File: config.mk
export PLATFORM = sky130hd
export DESIGN_NAME = serv_ram_arbiter_flat
export DESIGN_NICKNAME = d
export VERILOG_FILES = /design/src/rtl/serv_ram_arbiter_if.sv /design/src/rtl/serv_ram_arbiter.sv /design/src/flat_wrapper.sv
export SDC_FILE = /design/constraint.sdc
export NUM_CORES = 1
export LEC_CHECK = 0
export ABC_AREA = 1
export BUFFER_PORTS_ARGS = -buffer_cell sky130_fd_sc_hd__buf_4
export CAP_MARGIN = 5
export CORE_MARGIN = 5
export CORE_UTILIZATION = 23
export CTS_CLUSTER_DIAMETER = 50
export DETAILED_ROUTE_END_ITERATION = 7
export SETUP_SLACK_MARGIN = 0.1
export SYNTH_ARGS = -nofsm -noshare
export SYNTH_HDL_FRONTEND = slang
export SYNTH_SLANG_ARGS = --single-unit
File: constraint.sdc
create_clock -name clk -period 1.19 [get_ports clk]
set_clock_uncertainty 0.2 [all_clocks]
set_input_delay 0.1785 -clock clk [delete_from_list [all_inputs] [get_ports clk]]
set_output_delay 0.1785 -clock clk [all_outputs]
set_load 0.01 [all_outputs]
File: src/rtl/serv_ram_arbiter_if.sv
// serv_ram_arbiter_if
// Bundles the SERV instruction bus, SERV data bus and RAM32 macro port that
// meet at the arbiter. Signal names keep the i_/o_ prefixes as seen from the
// arbiter, so the slave modport reads naturally inside the arbiter.
//   ibus : i_ibus_cyc, i_ibus_adr -> o_ibus_rdt, o_ibus_ack
//   dbus : i_dbus_cyc, i_dbus_adr, i_dbus_we, i_dbus_wdt, i_dbus_sel
//          -> o_dbus_rdt, o_dbus_ack
//   ram  : o_ram_en, o_ram_a, o_ram_we, o_ram_di <- i_ram_do
// Modports: slave = arbiter side, master = SERV core / RAM macro side.
interface serv_ram_arbiter_if #(
    parameter int AW = 5
);
    logic          i_ibus_cyc;
    logic [31:0]   i_ibus_adr;
    logic [31:0]   o_ibus_rdt;
    logic          o_ibus_ack;

    logic          i_dbus_cyc;
    logic [31:0]   i_dbus_adr;
    logic          i_dbus_we;
    logic [31:0]   i_dbus_wdt;
    logic [3:0]    i_dbus_sel;
    logic [31:0]   o_dbus_rdt;
    logic          o_dbus_ack;

    logic          o_ram_en;
    logic [AW-1:0] o_ram_a;
    logic [3:0]    o_ram_we;
    logic [31:0]   o_ram_di;
    logic [31:0]   i_ram_do;

    modport slave (
        input  i_ibus_cyc, i_ibus_adr,
        output o_ibus_rdt, o_ibus_ack,
        input  i_dbus_cyc, i_dbus_adr, i_dbus_we, i_dbus_wdt, i_dbus_sel,
        output o_dbus_rdt, o_dbus_ack,
        output o_ram_en, o_ram_a, o_ram_we, o_ram_di,
        input  i_ram_do
    );

    modport master (
        output i_ibus_cyc, i_ibus_adr,
        input  o_ibus_rdt, o_ibus_ack,
        output i_dbus_cyc, i_dbus_adr, i_dbus_we, i_dbus_wdt, i_dbus_sel,
        input  o_dbus_rdt, o_dbus_ack,
        input  o_ram_en, o_ram_a, o_ram_we, o_ram_di,
        output i_ram_do
    );
endinterface

File: src/rtl/serv_ram_arbiter.sv
// serv_ram_arbiter
// Serialises SERV ibus fetches and dbus loads/stores onto one single-port
// RAM32 macro. The winning request drives the RAM combinationally in IDLE;
// reads return data one cycle later, captured into a per-port register and
// acknowledged the cycle after that. Stores are acknowledged one cycle after
// the write edge. Ties are broken round-robin.
// Ports:
//   clk   : sole clock, rising edge
//   i_rst : synchronous active-high reset
//   bus   : serv_ram_arbiter_if.slave (ibus, dbus and RAM32 port signals)
module serv_ram_arbiter #(
    parameter int AW = 5
) (
    input  logic                 clk,
    input  logic                 i_rst,
    serv_ram_arbiter_if.slave    bus
);
    typedef enum logic [1:0] {IDLE, READ, ACK, WACK} state_t;

    state_t        state_reg, state_next;
    logic          grant_reg, grant_next;            // 1 = dbus, 0 = ibus
    logic          last_grant_reg, last_grant_next;  // 1 = dbus, 0 = ibus
    logic          ibus_ack_reg, ibus_ack_next;
    logic          dbus_ack_reg, dbus_ack_next;
    logic [31:0]   ibus_rdt_reg;
    logic [31:0]   dbus_rdt_reg;

    logic          win_dbus;
    logic          ram_en_next;
    logic [AW-1:0] ram_a_next;
    logic [3:0]    ram_we_next;
    logic [31:0]   ram_di_next;

    // dbus wins when alone, or on a tie when ibus had the previous grant.
    assign win_dbus = bus.i_dbus_cyc & (~bus.i_ibus_cyc | ~last_grant_reg);

    always_comb begin
        state_next      = state_reg;
        grant_next      = grant_reg;
        last_grant_next = last_grant_reg;
        ibus_ack_next   = 1'b0;
        dbus_ack_next   = 1'b0;
        ram_en_next     = 1'b0;
        ram_a_next      = '0;
        ram_we_next     = 4'b0000;
        ram_di_next     = 32'h0;

        case (state_reg)
            IDLE: begin
                if (bus.i_ibus_cyc || bus.i_dbus_cyc) begin
                    grant_next      = win_dbus;
                    last_grant_next = win_dbus;
                    ram_en_next     = 1'b1;
                    ram_a_next      = win_dbus ? bus.i_dbus_adr[AW+1:2]
                                               : bus.i_ibus_adr[AW+1:2];
                    if (win_dbus && bus.i_dbus_we) begin
                        // A store with sel=0 still walks through WACK and is acked.
                        ram_we_next   = bus.i_dbus_sel;
                        ram_di_next   = bus.i_dbus_wdt;
                        dbus_ack_next = 1'b1;
                        state_next    = WACK;
                    end else begin
                        state_next = READ;
                    end
                end
            end
            READ: begin
                ibus_ack_next = ~grant_reg;
                dbus_ack_next = grant_reg;
                state_next    = ACK;
            end
            ACK:     state_next = IDLE;
            WACK:    state_next = IDLE;
            default: state_next = IDLE;
        endcase
    end

    always_ff @(posedge clk) begin
        if (i_rst) begin
            state_reg      <= IDLE;
            grant_reg      <= 1'b0;
            last_grant_reg <= 1'b1;
            ibus_ack_reg   <= 1'b0;
            dbus_ack_reg   <= 1'b0;
            ibus_rdt_reg   <= 32'h0;
            dbus_rdt_reg   <= 32'h0;
        end else begin
            state_reg      <= state_next;
            grant_reg      <= grant_next;
            last_grant_reg <= last_grant_next;
            ibus_ack_reg   <= ibus_ack_next;
            dbus_ack_reg   <= dbus_ack_next;
            // RAM output is valid during READ; capture it for the granted port only.
            if (state_reg == READ) begin
                if (grant_reg) begin
                    dbus_rdt_reg <= bus.i_ram_do;
                end else begin
                    ibus_rdt_reg <= bus.i_ram_do;
                end
            end
        end
    end

    // The RAM port is forced quiet while reset is held, whatever the requests.
    assign bus.o_ram_en   = ram_en_next & ~i_rst;
    assign bus.o_ram_a    = ram_a_next & {AW{~i_rst}};
    assign bus.o_ram_we   = ram_we_next & {4{~i_rst}};
    assign bus.o_ram_di   = ram_di_next & {32{~i_rst}};

    assign bus.o_ibus_ack = ibus_ack_reg;
    assign bus.o_dbus_ack = dbus_ack_reg;
    assign bus.o_ibus_rdt = ibus_rdt_reg;
    assign bus.o_dbus_rdt = dbus_rdt_reg;
endmodule

File: src/flat_wrapper.sv
// flat-port wrapper written by rule: the top's interface ports become plain ports
module serv_ram_arbiter_flat 
#(
    parameter int AW = 5
)
  (clk, i_rst, bus_i_ibus_cyc, bus_i_ibus_adr, bus_o_ibus_rdt, bus_o_ibus_ack, bus_i_dbus_cyc, bus_i_dbus_adr, bus_i_dbus_we, bus_i_dbus_wdt, bus_i_dbus_sel, bus_o_dbus_rdt, bus_o_dbus_ack, bus_o_ram_en, bus_o_ram_a, bus_o_ram_we, bus_o_ram_di, bus_i_ram_do);
  serv_ram_arbiter_if #(.AW(AW)) bus_i ();
  input  logic clk;
  input  logic i_rst;
  input wire logic [$bits(bus_i.i_ibus_cyc)-1:0] bus_i_ibus_cyc;
  input wire logic [$bits(bus_i.i_ibus_adr)-1:0] bus_i_ibus_adr;
  output wire logic [$bits(bus_i.o_ibus_rdt)-1:0] bus_o_ibus_rdt;
  output wire logic [$bits(bus_i.o_ibus_ack)-1:0] bus_o_ibus_ack;
  input wire logic [$bits(bus_i.i_dbus_cyc)-1:0] bus_i_dbus_cyc;
  input wire logic [$bits(bus_i.i_dbus_adr)-1:0] bus_i_dbus_adr;
  input wire logic [$bits(bus_i.i_dbus_we)-1:0] bus_i_dbus_we;
  input wire logic [$bits(bus_i.i_dbus_wdt)-1:0] bus_i_dbus_wdt;
  input wire logic [$bits(bus_i.i_dbus_sel)-1:0] bus_i_dbus_sel;
  output wire logic [$bits(bus_i.o_dbus_rdt)-1:0] bus_o_dbus_rdt;
  output wire logic [$bits(bus_i.o_dbus_ack)-1:0] bus_o_dbus_ack;
  output wire logic [$bits(bus_i.o_ram_en)-1:0] bus_o_ram_en;
  output wire logic [$bits(bus_i.o_ram_a)-1:0] bus_o_ram_a;
  output wire logic [$bits(bus_i.o_ram_we)-1:0] bus_o_ram_we;
  output wire logic [$bits(bus_i.o_ram_di)-1:0] bus_o_ram_di;
  input wire logic [$bits(bus_i.i_ram_do)-1:0] bus_i_ram_do;
  assign bus_i.i_ibus_cyc = bus_i_ibus_cyc;
  assign bus_i.i_ibus_adr = bus_i_ibus_adr;
  assign bus_o_ibus_rdt = bus_i.o_ibus_rdt;
  assign bus_o_ibus_ack = bus_i.o_ibus_ack;
  assign bus_i.i_dbus_cyc = bus_i_dbus_cyc;
  assign bus_i.i_dbus_adr = bus_i_dbus_adr;
  assign bus_i.i_dbus_we = bus_i_dbus_we;
  assign bus_i.i_dbus_wdt = bus_i_dbus_wdt;
  assign bus_i.i_dbus_sel = bus_i_dbus_sel;
  assign bus_o_dbus_rdt = bus_i.o_dbus_rdt;
  assign bus_o_dbus_ack = bus_i.o_dbus_ack;
  assign bus_o_ram_en = bus_i.o_ram_en;
  assign bus_o_ram_a = bus_i.o_ram_a;
  assign bus_o_ram_we = bus_i.o_ram_we;
  assign bus_o_ram_di = bus_i.o_ram_di;
  assign bus_i.i_ram_do = bus_i_ram_do;
  serv_ram_arbiter #(.AW(AW)) u_core (.clk(clk), .i_rst(i_rst), .bus(bus_i));
endmodule
# ---- Yosys cells after proc, flatten, opt, wreduce, memory -nomap -nowiden
# Index checks and enable logic that the tools add are counted.
dict set report word_totals {
  input_bits 137
  output_inout_bits 108
  latchBits 0
  mem_bits_rw 0
  n_memories 0
  regBits 70
  romBits 0
  elab_cells 47
}
dict set report op_classes {
  muxes 17
  mul 0
  n_shift 0
  reduce_logical 8
  n_eq_ne 4
  n_addsub 0
  n_lt_le_gt_ge 0
  n_bitwise 11
  div 0
}
# cell n
set ops {}
lappend ops {{$mux 32} 3}
lappend ops {{$and 32x32->32} 1}
lappend ops {{$mux 5} 3}
lappend ops {{$mux 4} 3}
lappend ops {{$pmux 2 s3} 1}
lappend ops {{$reduce_and 2->1} 3}
lappend ops {{$and 5x5->5} 1}
lappend ops {{$not 1->1} 5}
lappend ops {{$and 4x4->4} 1}
lappend ops {{$eq 2x2->1 const B} 2}
lappend ops {{$mux 1} 4}
lappend ops {{$mux 2} 2}
lappend ops {{$reduce_or 2->1} 2}
lappend ops {{$and 1x1->1} 2}
lappend ops {{$eq 2x1->1 const B} 1}
lappend ops {{$logic_not 2->1} 1}
lappend ops {{$ne 2x1->1 const B} 1}
lappend ops {{$pmux 1 s2} 1}
lappend ops {{$logic_and 1x1->1} 1}
lappend ops {{$logic_or 1x1->1} 1}
lappend ops {{$or 1x1->1} 1}

# ---- Logic depth before layout (Yosys ltp)
dict set report logic_depth {
  depth_word 8
  mapped_depth 7
}

# ---- Least setup slack after synthesis
# OpenSTA, ideal clock, no wires.
dict set report synth_path {
  path_kind {flip-flop to output port}
  startpoint {register u_core.state_reg[0]}
  endpoint {output bus_o_ram_di[24]}
  path_slack_ns -0.321
  arrival_ns 1.133
  stages_incl_launch_ff 6
  path_cell_list {dfxtp_1 buf_6 nor2_4 nand2_4 buf_2 nor3b_1}
}
dict set report synth_between {
  elab_chain_len 3
}
# item line_no
set synth_rtl {}
lappend synth_rtl {{from (decl)} serv_ram_arbiter.sv:20} ;# state_t state_reg, state_next;
lappend synth_rtl {{from (signal assigned)} serv_ram_arbiter.sv:88} ;# state_reg <= state_next;
lappend synth_rtl {{$logic_not 2->1} serv_ram_arbiter.sv:48} ;# case (state_reg)
lappend synth_rtl {{$mux 32} serv_ram_arbiter.sv:48}
lappend synth_rtl {{$and 32x32->32} serv_ram_arbiter.sv:108} ;# assign bus.o_ram_di = ram_di_next & {32{~i_rst}};
lappend synth_rtl {{to (decl)} flat_wrapper.sv:24} ;# output wire logic [$bits(bus_i.o_ram_di)-1:0] bus_o_ram_di;
# Every way passes these cells.

# ---- Worst setup path after layout
dict set report layout_path {
  startpoint {register u_core.state_reg[1]}
  endpoint {output bus_o_ram_di[26]}
}
# The elaborated chain is that of the path after synthesis.

==> out/metrics.yaml <==
drtPass1Iterations: 4
syn_area_um2: 3250
die_area_um2: 16600
drv_slew: 0
h-tree-depth: 3
path_clk_slew_ns: 0.05
wl_um: 15700
start_util_pct: 23.4
antenna_found_initial: 1
synth_cells: 453
rows: 43
synth_top_cell_area_share_pct: 43.2
track_usage_pct: 17.0
synthTopCellsByArea: "dfxtp_1 (43%), nand2_1 (12%), nor2_1 (9.1%)"
gp_congestion: 0.854
hpwl_um: 9130
yosys.area.top_type: "dfxtp_1"
worst_pin_slew_ns: 0.655
timing.final.ws_setup_ns: -0.647
route.detailed.drc: 0
status: "finished, violations left"
violations: "setup timing"
cp.arrival_ns: 1.46
finish.instance_area_um2: 7920
drt_iter0_drc: 159
grt_overflow_total: 0
finalHoldViolations: 0
wl_met1_um: 6120
synth_seq_area_share_pct: 43.2
numClockSinks: 70
portBuffers: 190
clockRootBuffer: "clkbuf_16"
avgSynthCellArea_um2: 7.17
fin_nets: 878
finish.utilization_pct: 57.1
setup_violations: 112
power.density_nw_per_um2: 1060
grt_pass1_wl_um: 22400
clock_latency_ns: 0.32
final.period_utilization_pct: 154
final_cell_mix: "buf_4 (169), buf_6 (83), dfxtp_2 (56), nor2_1 (53), inv_1 (41)"
rsz0062_at_grt: "yes"
syn_to_final_growth_pct: 144
total_leakage_power_nw: 3.59
dr_wl_met3_um: 1290
grt_max_degree: 38
vdd_drop_max_uv: 554
layout_commonest_cell: "buf_4"
setup.worst_path.class: "flip-flop to primary output"
io_pins: 245
drive_gt1_share_pct: 72.3
cts_tree: "built"
ant_nets: 0
vias: 4248
dpl_cell_area_um2: 5400
cp.required_ns: 0.81
top_layer_used: "met4"
hold_path.class: "primary input to flip-flop"
fmax_mhz: 544
syn_nets: 590
slew_headroom_pct: 56.4
yosysUniqueCellTypes: 21
die_w_um: 129
worstSetupStartpointType: "flip-flop"
dr_wl_met2_um: 7930
synth_warnings: 0
numCtsBuffers: 9
critPathCaptureType: "primary output"
wl_per_cell_um: 16.9
grt_pass1_vias: 4251
clk_path_buf_depth: 2
vias_per_cell: 4.58
core_area_um2: 13900
timing.hold.ws_ns: 0.0962
crit_fanout: 8
max_cap_violations: 0
finalCriticalPeriod_ns: 1.84
die-height_um: 129
synth_seq_cells: 70
==> Yosys cell counts <==
cell type and n:
buf_4 5, nor3b_1 34, buf_1 1, nand4_1 32, buf_6 6, a21oi_1 34
nand3b_4 1, inv_1 42, nor2_4 1, nor3b_2 2, buf_2 15, dfxtp_1 70
o22ai_1 1, inv_2 1, nor2_1 79, nand2_1 104, nand2_4 1, nand3_2 1
clkbuf_1 10, nand2_2 1, nand3_1 12
==> cell type report <==
type,instances,area (µm²)
fill,1183,5960
inverter,43,164
antenna,1,2.50
clock buffer,11,253
multi-input combinational,305,2490
sequential,70,1520
tap,180,225
timing repair buffer,312,3160
clock inverter,5,104
==> cell families (layout without fill, tap and decap cells) <==
logic type / after synthesis / after routing / synth area share [%]
compound gates: 35 / 35 / 5.43
buf+inv: 80 / 371 / 11.8
flops: 70 / 70 / 43.2
other cells: 0 / 1 / 0
simple gates: 268 / 270 / 39.6
==> power by group <==
group / leakage [nW] / switching, W / internal [W] / total, W
registers: 0.604 / 0.000124 / 0.00250 / 0.00263
logic: 2.81 / 0.00119 / 0.00139 / 0.00259
clock network: 0.176 / 0.00102 / 0.00217 / 0.00319
==> through the flow <==
stage                     worst slack, ns  TNS, ns  power, W  std cells
final                              -0.647   -56.68   0.00840        927
after global routing               -0.740   -65.38   0.00876        927
after CTS                          -0.696   -56.88   0.00821        902
after detailed placement           -0.377   -27.88   0.00427        826
after global placement             -0.325   -26.45   0.00423        826
after floorplan                    -0.219   -10.81   0.00355        453
==> critical path, stage by stage (launching register included) <==
cell and delay, ns:
dfxtp_2 0.33, nor2_4 0.18, nand2_8 0.11, buf_12 0.18, nor3b_4 0.20, buf_6 0.12
==> per-layer routing <==
metal / global-route usage, % / vias to the layer above
met5: 0 / -
met4: 5.19 / 0
met3: 4.94 / 23
met2: 30.1 / 161
met1: 19.8 / 2024
li1: - / 2040
==> what timing repair did <==
item	CTS	global route
cloned	14	3
setup endpoints to repair	178	178
resized for setup	203	169
endpoints found under the hold margin	64	0
setup buffers	15	26
hold buffers	32	0
pin swaps	6	36
==> final timing paths <==
kind	slack, ns	startpoint	cells past startpoint	to
hold reg to reg	0.25	u_core.bus.o_dbus_rdt[8]$_SDFFE_PP0P_	2	u_core.bus.o_dbus_rdt[8]$_SDFFE_PP0P_
hold / removal	0.1	bus_i_dbus_cyc	4	u_core.last_grant_reg$_SDFFE_PP1N_
setup reg to reg	-0.51	u_core.state_reg[1]$_SDFFE_PP0P_	9	u_core.bus.o_dbus_rdt[29]$_SDFFE_PP0P_
setup / recovery	-0.65	u_core.state_reg[1]$_SDFFE_PP0P_	5	bus_o_ram_di[26]
No activity file was read; power rests on OpenSTA's default activity.
